--- src/rtl/ifetch_unit.sv ---
`default_nettype none
// ============================================================================
// Module   : ifetch_unit
// Brief    : Single-outstanding instruction fetch with redirect/discard and a
//            one-entry {pc, instr} output buffer. Define FETCH_ADEL_CHECK_EN to
//            turn misaligned PCs into address-error entries.
// Revision : 1.0 - initial release
// ============================================================================
module ifetch_unit #(
    parameter logic [31:0] RESET_PC = 32'hbfc0_0000
) (
    input  logic        clk,
    input  logic        reset,
    output logic        ireq_valid,
    output logic [31:0] ireq_addr,
    input  logic        ireq_ready,
    input  logic        iresp_valid,
    input  logic [31:0] iresp_data,
    input  logic        redirect_valid,
    input  logic [31:0] redirect_pc,
    output logic        out_valid,
    output logic [31:0] out_pc,
    output logic [31:0] out_instr,
    output logic        out_adel,
    input  logic        out_ready
);

    localparam logic [1:0] ST_REQ          = 2'd0;
    localparam logic [1:0] ST_WAIT         = 2'd1;
    localparam logic [1:0] ST_WAIT_DISCARD = 2'd2;

    logic [1:0]  state_q, state_d;
    logic [31:0] pc_q, pc_d;
    logic        out_valid_q, out_valid_d;
    logic [31:0] out_pc_q, out_pc_d;
    logic [31:0] out_instr_q, out_instr_d;

    logic        w_misaligned;
    logic        w_buf_free;
    logic        w_req_fire;
    logic        w_resp_wr;
    logic        w_adel_wr;

    assign w_buf_free = !out_valid_q || out_ready;
    assign ireq_valid = (state_q == ST_REQ) && w_buf_free && !w_misaligned;
    assign w_req_fire = ireq_valid && ireq_ready;
    assign w_resp_wr  = (state_q == ST_WAIT) && iresp_valid && !redirect_valid;

`ifdef FETCH_ADEL_CHECK_EN
    logic adel_q, adel_d;
    logic adel_done_q, adel_done_d;

    assign w_misaligned = (pc_q[1:0] != 2'b00);
    assign ireq_addr    = pc_q;
    // adel_done_q keeps a drained error entry from being re-posted until a redirect
    assign w_adel_wr    = (state_q == ST_REQ) && w_misaligned && w_buf_free
                          && !adel_done_q && !redirect_valid;
    assign out_adel     = adel_q;

    always_comb begin
        adel_d      = adel_q;
        adel_done_d = adel_done_q;
        if (w_resp_wr || w_adel_wr) begin
            adel_d = w_adel_wr;
        end
        if (redirect_valid) begin
            adel_done_d = 1'b0;
        end else if (w_adel_wr) begin
            adel_done_d = 1'b1;
        end
    end

    always_ff @(posedge clk or posedge reset) begin
        if (reset) begin
            adel_q      <= 1'b0;
            adel_done_q <= 1'b0;
        end else begin
            adel_q      <= adel_d;
            adel_done_q <= adel_done_d;
        end
    end
`else
    assign w_misaligned = 1'b0;
    assign ireq_addr    = {pc_q[31:2], 2'b00};
    assign w_adel_wr    = 1'b0;
    assign out_adel     = 1'b0;
`endif

    always_comb begin
        state_d     = state_q;
        pc_d        = pc_q;
        out_valid_d = out_valid_q;
        out_pc_d    = out_pc_q;
        out_instr_d = out_instr_q;

        case (state_q)
            ST_REQ: begin
                if (w_req_fire) begin
                    state_d = redirect_valid ? ST_WAIT_DISCARD : ST_WAIT;
                end
            end
            ST_WAIT: begin
                if (iresp_valid) begin
                    state_d = ST_REQ;
                end else if (redirect_valid) begin
                    state_d = ST_WAIT_DISCARD;
                end
            end
            ST_WAIT_DISCARD: begin
                if (iresp_valid) begin
                    state_d = ST_REQ;
                end
            end
            default: state_d = ST_REQ;
        endcase

        if (w_resp_wr) begin
            pc_d = pc_q + 32'd4;
        end
        if (redirect_valid) begin
            pc_d = redirect_pc;
        end

        if (w_resp_wr || w_adel_wr) begin
            out_valid_d = 1'b1;
            out_pc_d    = pc_q;
            out_instr_d = w_resp_wr ? iresp_data : 32'd0;
        end else if (out_ready) begin
            out_valid_d = 1'b0;
        end
        // A flush beats both a buffer write and a same-cycle drain
        if (redirect_valid) begin
            out_valid_d = 1'b0;
        end
    end

    always_ff @(posedge clk or posedge reset) begin
        if (reset) begin
            state_q     <= ST_REQ;
            pc_q        <= RESET_PC;
            out_valid_q <= 1'b0;
            out_pc_q    <= 32'd0;
            out_instr_q <= 32'd0;
        end else begin
            state_q     <= state_d;
            pc_q        <= pc_d;
            out_valid_q <= out_valid_d;
            out_pc_q    <= out_pc_d;
            out_instr_q <= out_instr_d;
        end
    end

    assign out_valid = out_valid_q;
    assign out_pc    = out_pc_q;
    assign out_instr = out_instr_q;

endmodule
`default_nettype wire

--- config.mk ---
export PLATFORM = sky130hd
export DESIGN_NAME = ifetch_unit
export DESIGN_NICKNAME = d
export VERILOG_FILES = /design/src/rtl/ifetch_unit.sv
export SDC_FILE = /design/constraint.sdc
export NUM_CORES = 1
export LEC_CHECK = 0
export BUFFER_PORTS_ARGS = -buffer_cell sky130_fd_sc_hd__buf_2
export CORE_UTILIZATION = 45
export DETAILED_ROUTE_END_ITERATION = 10
export GPL_TIMING_DRIVEN = 0
export PLACE_DENSITY = 0.8
export SYNTH_ARGS = -nofsm -noshare
export SYNTH_HDL_FRONTEND = slang
export SYNTH_SLANG_ARGS = --single-unit
--- constraint.sdc ---
create_clock -name clk -period 4.4 [get_ports clk]
set_clock_uncertainty 0.15 [all_clocks]
set_input_delay 0.88 -clock clk [delete_from_list [all_inputs] [get_ports clk]]
set_output_delay 0.88 -clock clk [all_outputs]
set_load 0.005 [all_outputs]
==> results of run 1 <==
## power groups by stage
stage	registers [W]	clock network (W)	logic, W
global route	0.00142	0.000686	0.000852
detailed placement	0.00139	0	0.000795
finish	0.00137	0.000641	0.000781
CTS	0.00138	0.000651	0.000795
floorplan	0.00139	0	0.000373
global placement	0.00137	0	0.000765
## layout make-up
cell class	instances	area, sq um	area share
buffer	54	334.1	0.05626
clock buffer	9	123.9	0.02086
clock inverter	7	92.59	0.01559
inverter	9	36.28	0.006110
multi-input combinational	247	1843	0.3104
sequential	99	2489	0.4191
tap	133	166.4	0.02802
timing repair buffer	166	853.3	0.1437
## cell usage after synthesis, types with 2 or more instances
master    number  area (sq um)
xnor2_1        8         70.07
nand2_1       28         105.1
nor2_1        18         67.56
nor2b_1        3         18.77
dfstp_2        9         236.5
nand2b_1       4         25.02
buf_2          2         10.01
nor4_1         4         25.02
or3_1          6         37.54
nor3_1         4         20.02
and3_1         4         25.02
o21ai_0       16         80.08
inv_1          9         33.78
a21oi_1        2         10.01
o211ai_1       4         30.03
nand4_1        9         56.30
buf_4         34         255.2
clkbuf_1      15         56.30
and2_1         2         12.51
buf_1          2         7.510
or4_1         17         127.6
mux2_2        67         754.5
a31oi_1       13         81.33
a22oi_1        2         15.01
nand3_1        9         45.04
dfrtp_1       90          2252
and4_1         2         17.52
o31ai_1        8         60.06
## per-stage QoR
step	hold WS (ns)	total power (W)	setup TNS, ns
finish	0.3590	0.002793	0
global placement	0.3329	0.002132	-24.35
CTS	0.3627	0.002821	0
global route	0.3812	0.002955	0
detailed placement	0.3407	0.002187	0
floorplan	0.3250	0.001768	0
## path summary, 6_finish.rpt
check | start | endpoint | slack [ns] | depth (start not counted)
max in group asynchronous | reset | pc_q[28]$_DFFE_PP1P_ | 2.97 | 3
min in group asynchronous | reset | out_instr[5]$_DFFE_PP0P_ | 0.41 | 2
max reg2reg | state_q[1]$_DFFE_PP0P_ | out_pc[21]$_DFFE_PP0P_ | 1.74 | 4
max | iresp_valid | out_pc[21]$_DFFE_PP0P_ | 1.63 | 5
min reg2reg | out_pc[28]$_DFFE_PP0P_ | out_pc[28]$_DFFE_PP0P_ | 0.36 | 1
min | out_pc[28]$_DFFE_PP0P_ | out_pc[28]$_DFFE_PP0P_ | 0.36 | 1
## logic make-up after synthesis
group	synth area share
compound gates	0.07040
xor+xnor	0.01680
fa+ha+maj	0.002666
buf+inv	0.07840
flops	0.5304
mux	0.1629
other cells	0.0007992
simple gates	0.1376
## sequential cells by signal, summed over array words and instances (netlist names)
signal and flops:
state_q 2, out_pc 32, out_valid 1, pc_q 32, out_instr 32
## layer usage
| layer | up-vias | global-route usage |
|---|---|---|
| met5 | - | 0 |
| met1 | 1846 | 0.2670 |
| li1 | 1784 | - |
| met3 | 27 | 0.03571 |
| met4 | 0 | 0.1061 |
| met2 | 155 | 0.3743 |
## cells in the final DEF (no fill, tap or decap), types with 13 or more instances in the layout
cell type / netlist / final
buf_4: 34 / 34
clkbuf_1: 15 / 15
a31oi_1: 13 / 13
dfrtp_1: 90 / 90
nand2_1: 28 / 28
or4_1: 17 / 17
buf_2: 2 / 167
mux2_2: 67 / 67
nor2_1: 18 / 18
o21ai_0: 16 / 16
==> results.json, run 1 <==
{
  "wl_met1_um": 4684,
  "setup_violations": 0,
  "dr_total_vias": 3812,
  "avgSynthCellArea_sq_um": 11.53,
  "swShare": 0.2854,
  "ys_ff_latch": 99,
  "antenna_found_initial": 0,
  "clk_path_buf_depth": 2,
  "wl_met3_um": 647,
  "grt_overflow": 0,
  "p_leak_nw": 2.798,
  "arrival_ns": 2.87,
  "crit_required_ns": 4.50,
  "vias_per_cell": 5.265,
  "drv_cap": 0,
  "die_w_um": 104.1,
  "grt_first_pass_wirelength_um": 18620,
  "dpl_cell_area_sq_um": 5722,
  "dpl.cell_count": 708,
  "cpPeakStageDelay_ns": 0.67,
  "wl_um": 11490,
  "synth_warnings": 0,
  "clk_pin_slew_ns": 0.09,
  "place.gp.congestion": 0.7740,
  "status": "finished clean",
  "synth_edf_count": 0,
  "fmax_ghz": 0.3607,
  "postCtsResizedCells": 0,
  "period_minus_slack_ns": 2.772,
  "cts-hold-fix-buffers": 0,
  "worstMarginPinSlew_ns": 0.8321,
  "clkPwrFrac": 0.230,
  "final_util": 0.5965,
  "power_density_nw_per_um2": 470.3,
  "worst-path-buf-inv": 2,
  "numPortBuffers": 165,
  "relSlewSlack": 0.4432,
  "final_antenna_net_count": 0,
  "stdcell_count": 724,
  "final_nets": 657,
  "fin_crit_sh": 0.6301,
  "ctsHtreeMaxLevel": 3,
  "syn_to_final_growth_pct": 26.56,
  "grt_pass1_vias": 3839,
  "start_util": 0.4713,
  "grt.total_usage": 0.2181,
  "cts_buffers": 9,
  "power.net_switching_w": 0.0007970,
  "coreArea_sq_um": 9955,
  "post_synth_num_cell_types": 44,
  "synthCells": 407,
  "drtPass1Iterations": 4,
  "path_delay_family": "simple AND/OR/NAND/NOR gates",
  "fin_ws_ns": 1.628,
  "yosys_most_used_dff": "dfrtp_1",
  "cts_setup_buffers": 0,
  "fp-row-count": 36,
  "antenna_cells": 0,
  "min_path_type": "reg -> reg",
  "finalHoldViolCount": 0,
  "die_h_um": 104.1,
  "drive_gt1_frac": 0.5076,
  "cp-end-kind": "flop",
  "power_frac_seq": 0.491,
  "cts.sinks": 99,
  "worstSkewPairLatency_ns": 0.37,
  "synthArstFlopShare": 1.000,
  "top_layer": "met4",
  "grt_max_degree": 59,
  "worst_path_max_delay_cell": "nor2_1",
  "power.internal_w": 0.001996,
  "finalMaxSlewViolations": 0,
  "fin_area_sq_um": 5938,
  "crit_chain": "buf_2 -> nand3b_4 -> nor2_1 -> clkbuf_1 -> mux2_2",
  "rsz0062_at_grt": "no",
  "ir_drop_uv": 266.3,
  "drc": 0,
  "drt-initial-drc-count": 223,
  "die_area_sq_um": 10840,
  "wl_per_cell_um": 15.86,
  "n_fill_cell": 840,
  "cp-start-kind": "input pin",
  "critPathMaxFanout": 10,
  "cts_tree": "built",
  "boundaryPins": 169,
  "syn-cell-area_sq_um": 4692,
  "wl_met2_um": 5857,
  "dp_hpwl_um": 8527,
  "path_class": "in -> reg",
  "place_ws_ns": 1.263,
  "clock-root-buffer": "clkbuf_8",
  "ys_seq_area_frac": 0.5304,
  "share_comb_of_total_power": 0.280
}
No activity file was read; power rests on OpenSTA's default activity.
==> run 2, diff against run 1 <==
Clock period 4.4 ns to 2.9 ns, I/O delays scaled along.
==> results.json, run 2 (synthesis gave the netlist of run 1 again) <==
{
  "final_nets": 658,
  "crit_chain": "nand3b_4 -> nor2_1 -> clkbuf_1 -> mux2_2",
  "rrSetupSlack_ns": 0.27,
  "mostFrequentLayoutCells": "buf_2, dfrtp_1, mux2_2, buf_4, nand2_1",
  "critPathMaxFanout": 10,
  "status": "finished clean",
  "clk_path_buf_depth": 2,
  "critPathLaunch": "state_q[1]$_DFFE_PP0P_",
  "cp.depth": 4,
  "cts_setup_buffers": 0,
  "grt_pass1_vias": 3735,
  "cts-hold-fix-buffers": 0,
  "r2r_start": "state_q[1]$_DFFE_PP0P_",
  "cpPeakStageDelay_ns": 0.64,
  "antenna_found_initial": 1,
  "crit_end": "out_pc[4]$_DFFE_PP0P_",
  "cts_buffers": 9,
  "drc": 0,
  "place.gp.congestion": 0.7899,
  "setup_violations": 0,
  "p_leak_nw": 2.794,
  "rr_endpoint": "out_pc[4]$_DFFE_PP0P_",
  "crit_required_ns": 2.99,
  "wl_per_cell_um": 16.19,
  "drt-initial-drc-count": 217,
  "boundaryPins": 169,
  "cp-end-kind": "flop",
  "drive_gt1_frac": 0.5051,
  "rsz0062_at_grt": "no",
  "mostFrequentLayoutCell": "buf_2",
  "period_minus_slack_ns": 2.628,
  "vias_per_cell": 5.264,
  "min_path_type": "in -> async",
  "cts.sinks": 99,
  "grt.total_usage": 0.2205,
  "drtPass1Iterations": 4,
  "fin_hold_ws_ns": 0.1384,
  "wl_um": 11760,
  "worst_path_max_delay_cell": "nor2_1",
  "grt_overflow": 0,
  "finalHoldViolCount": 0,
  "ctsHtreeMaxLevel": 3,
  "clock-root-buffer": "clkbuf_8",
  "clk_pin_slew_ns": 0.09,
  "drv_cap": 0,
  "worstMarginPinSlew_ns": 0.7928,
  "r2r_cells": 4,
  "p_total_w": 0.004261,
  "syn_to_final_growth_pct": 27.01,
  "coreArea_sq_um": 9955,
  "path_class": "reg -> reg",
  "arrival_ns": 2.72,
  "worstSkewPairLatency_ns": 0.36,
  "die_h_um": 104.1,
  "grt_max_degree": 44,
  "fin_crit_sh": 0.9061,
  "die_w_um": 104.1,
  "postCtsResizedCells": 0,
  "dr_total_vias": 3822,
  "grt_first_pass_wirelength_um": 18870,
  "final_antenna_net_count": 0,
  "worst-path-buf-inv": 1,
  "path_delay_family": "simple AND/OR/NAND/NOR gates",
  "dp_hpwl_um": 8789,
  "numPortBuffers": 165,
  "relSlewSlack": 0.4695,
  "die_area_sq_um": 10840,
  "power_density_nw_per_um2": 715.0,
  "fmax_ghz": 0.3806,
  "ir_drop_uv": 427.5,
  "cts_tree": "built",
  "tns_ns": 0,
  "start_util": 0.4713,
  "cp-start-kind": "flop",
  "fp-row-count": 36,
  "finalMaxSlewViolations": 0
}
[run 2: cell count changes in the layout (fill, tap and decap cells not counted), sizes merged]
cell / change
clkinv: -4
clkbuf: +3
clkinvlp: +2
buf: +1
diode: +1
inv: -1
[run 2: worst min path at each step]
stage / endpoint / start / depth (start not counted) / slack [ns]
after floorplan: pc_q[0]$_DFFE_PP0P_ / pc_q[0]$_DFFE_PP0P_ / 1 / 0.32
after global placement: out_instr[3]$_DFFE_PP0P_ / out_instr[3]$_DFFE_PP0P_ / 1 / 0.33
after detailed placement: out_pc[15]$_DFFE_PP0P_ / out_pc[15]$_DFFE_PP0P_ / 1 / 0.34
after CTS: out_instr[20]$_DFFE_PP0P_ / reset / 2 / 0.14
after global routing: out_instr[26]$_DFFE_PP0P_ / reset / 2 / 0.15
final: out_instr[23]$_DFFE_PP0P_ / reset / 2 / 0.14
[run 2: worst register-to-register path: stages, from the launching register on]
cell      delay [ns]
dfrtp_1         0.46
nand3b_4        0.26
nor2_1          0.65
clkbuf_1        0.59
mux2_2          0.42
[run 2: layer usage]
metal / track usage / part of all wire / up-vias
li1: - / - / 1794
met1: 0.2724 / 0.41 / 1870
met2: 0.3824 / 0.52 / 143
met3: 0.05263 / 0.057 / 15
met4: 0.06531 / 0.016 / 0
met5: 0 / 0 / -
[run 2: cell type report]
cell class / count / area, sq um
sequential: 99 / 2489
multi-input combinational: 247 / 1843
buffer: 54 / 334.1
fill: 873 / 3995
clock inverter: 4 / 76.32
tap: 133 / 166.4
timing repair buffer: 167 / 865.8
inverter: 9 / 37.54
clock buffer: 12 / 145.1
antenna: 1 / 2.502
[run 2: power breakdown]
group / internal, W / switching, W / total [W]
clock network: 0.000512 / 0.000466 / 0.000978
registers: 0.00182 / 0.000260 / 0.00208
logic: 0.000721 / 0.000476 / 0.00120
total: 0.00306 / 0.00120 / 0.00426
[run 2: through the flow]
stage | setup slack [ns] | utilization | instance area [sq um] | std cells
5_1_grt | 0.08190 | 0.5987 | 5959 | 726
3_3_place_gp | 0.1482 | 0.5721 | 5695 | 707
3_5_place_dp | 0.06750 | 0.5762 | 5736 | 709
6_report | 0.2723 | 0.5987 | 5959 | 726
2_1_floorplan | 0.6676 | - | 4703 | 409
4_1_cts | 0.2577 | 0.5984 | 5957 | 725
==> run 3, diff against run 2 <==
Settings changed: CORE_MARGIN set to 5, CORE_UTILIZATION 45 to 50, PLACE_DENSITY 0.8 to 0.86.
==> results.json, run 3 (synthesis gave the netlist of run 1 again) <==
{
  "worstMarginPinSlew_ns": 0.7664,
  "fp-row-count": 35,
  "drive_gt1_frac": 0.5084,
  "grt_pass1_vias": 3871,
  "setup_violations": 0,
  "drt-initial-drc-count": 244,
  "cts_tree": "built",
  "boundaryPins": 169,
  "power_density_nw_per_um2": 699.7,
  "clk_path_buf_depth": 2,
  "ir_drop_uv": 468.7,
  "p_total_w": 0.004121,
  "r2r_start": "state_q[1]$_DFFE_PP0P_",
  "crit_chain": "nand3b_4 -> nor2_1 -> clkbuf_1 -> mux2_2",
  "grt_max_degree": 40,
  "vias_per_cell": 5.385,
  "finalMaxSlewViolations": 0,
  "cts.sinks": 99,
  "min_path_type": "in -> async",
  "grt_first_pass_wirelength_um": 19160,
  "worstSkewPairLatency_ns": 0.36,
  "final_util": 0.6405,
  "start_util": 0.5102,
  "cp-start-kind": "flop",
  "rrSetupSlack_ns": 0.33,
  "period_minus_slack_ns": 2.570,
  "critPathMaxFanout": 10,
  "place.gp.congestion": 0.8268,
  "worst_path_max_delay_cell": "nor2_1",
  "fmax_ghz": 0.3891,
  "clk_pin_slew_ns": 0.10,
  "cpPeakStageDelay_ns": 0.62,
  "rr_endpoint": "out_pc[31]$_DFFE_PP0P_",
  "wl_um": 11850,
  "grt.total_usage": 0.2104,
  "wl_per_cell_um": 16.86,
  "cts_buffers": 9,
  "status": "finished clean",
  "cts_setup_buffers": 0,
  "crit_required_ns": 2.99,
  "postCtsResizedCells": 0,
  "path_class": "reg -> reg",
  "r2r_cells": 4,
  "die_area_sq_um": 11420,
  "grt_overflow": 0,
  "ctsHtreeMaxLevel": 3,
  "mostFrequentLayoutCells": "buf_2, dfrtp_1, mux2_2, buf_4, nand2_1",
  "antenna_found_initial": 0,
  "die_h_um": 106.9,
  "rsz0062_at_grt": "no",
  "fin_ws_ns": 0.3297,
  "drc": 0,
  "tns_ns": 0,
  "dr_total_vias": 3786,
  "final_antenna_net_count": 0,
  "cts-hold-fix-buffers": 0,
  "place_ws_ns": 0.05389,
  "final_nets": 658,
  "mostFrequentLayoutCell": "buf_2",
  "relSlewSlack": 0.4872,
  "die_w_um": 106.9,
  "fin_crit_sh": 0.8863,
  "antenna_cells": 0,
  "dp_hpwl_um": 9017,
  "coreArea_sq_um": 9196,
  "numPortBuffers": 165,
  "path_delay_family": "simple AND/OR/NAND/NOR gates",
  "finalHoldViolCount": 0,
  "arrival_ns": 2.66,
  "p_leak_nw": 2.780,
  "drv_cap": 0,
  "clock-root-buffer": "clkbuf_8",
  "worst-path-buf-inv": 1,
  "syn_to_final_growth_pct": 25.55,
  "drtPass1Iterations": 4,
  "cp-end-kind": "flop"
}
==> run 3: final cells by class <==
type | count | area, sq um
multi-input combinational | 247 | 1843
buffer | 54 | 334.1
clock inverter | 7 | 58.81
sequential | 99 | 2489
fill | 733 | 3306
tap | 111 | 138.9
clock buffer | 9 | 123.9
inverter | 9 | 37.54
timing repair buffer | 167 | 865.8
==> run 3: report_power, final <==
group,leakage (nW),switching [W],internal [W],total (W)
Sequential,1.19,0.000256,0.00182,0.00208
Combinational,1.50,0.000486,0.000722,0.00121
Clock,0.0925,0.000506,0.000328,0.000834
Total,2.78,0.00125,0.00287,0.00412
==> run 3: metal layers <==
| layer | GRT usage | up-vias | part of all wire |
|---|---|---|---|
| li1 | - | 1788 | - |
| met1 | 0.2660 | 1849 | 0.42 |
| met2 | 0.3566 | 128 | 0.51 |
| met3 | 0.03853 | 21 | 0.055 |
| met4 | 0.08584 | 0 | 0.021 |
| met5 | 0 | - | 0 |
==> run 3: how the worst max path moves through the flow <==
stage,start,endpoint,depth (start not counted)
final,state_q[1]$_DFFE_PP0P_,out_pc[31]$_DFFE_PP0P_,4
after global routing,state_q[1]$_DFFE_PP0P_,out_pc[4]$_DFFE_PP0P_,4
after CTS,state_q[1]$_DFFE_PP0P_,out_pc[7]$_DFFE_PP0P_,4
after detailed placement,iresp_valid,out_pc[7]$_DFFE_PP0P_,5
after global placement,iresp_valid,out_pc[11]$_DFFE_PP0P_,5
after floorplan,iresp_valid,pc_q[28]$_DFFE_PP1P_,5
==> run 3: through the flow <==
step                      std cells  instance area, sq um  hold slack, ns
after floorplan                 409                  4703          0.3250
after global placement          685                  5668          0.3328
after detailed placement        687                  5708          0.3395
after CTS                       703                  5891          0.1069
after global routing            703                  5891          0.1221
final                           703                  5891          0.1113
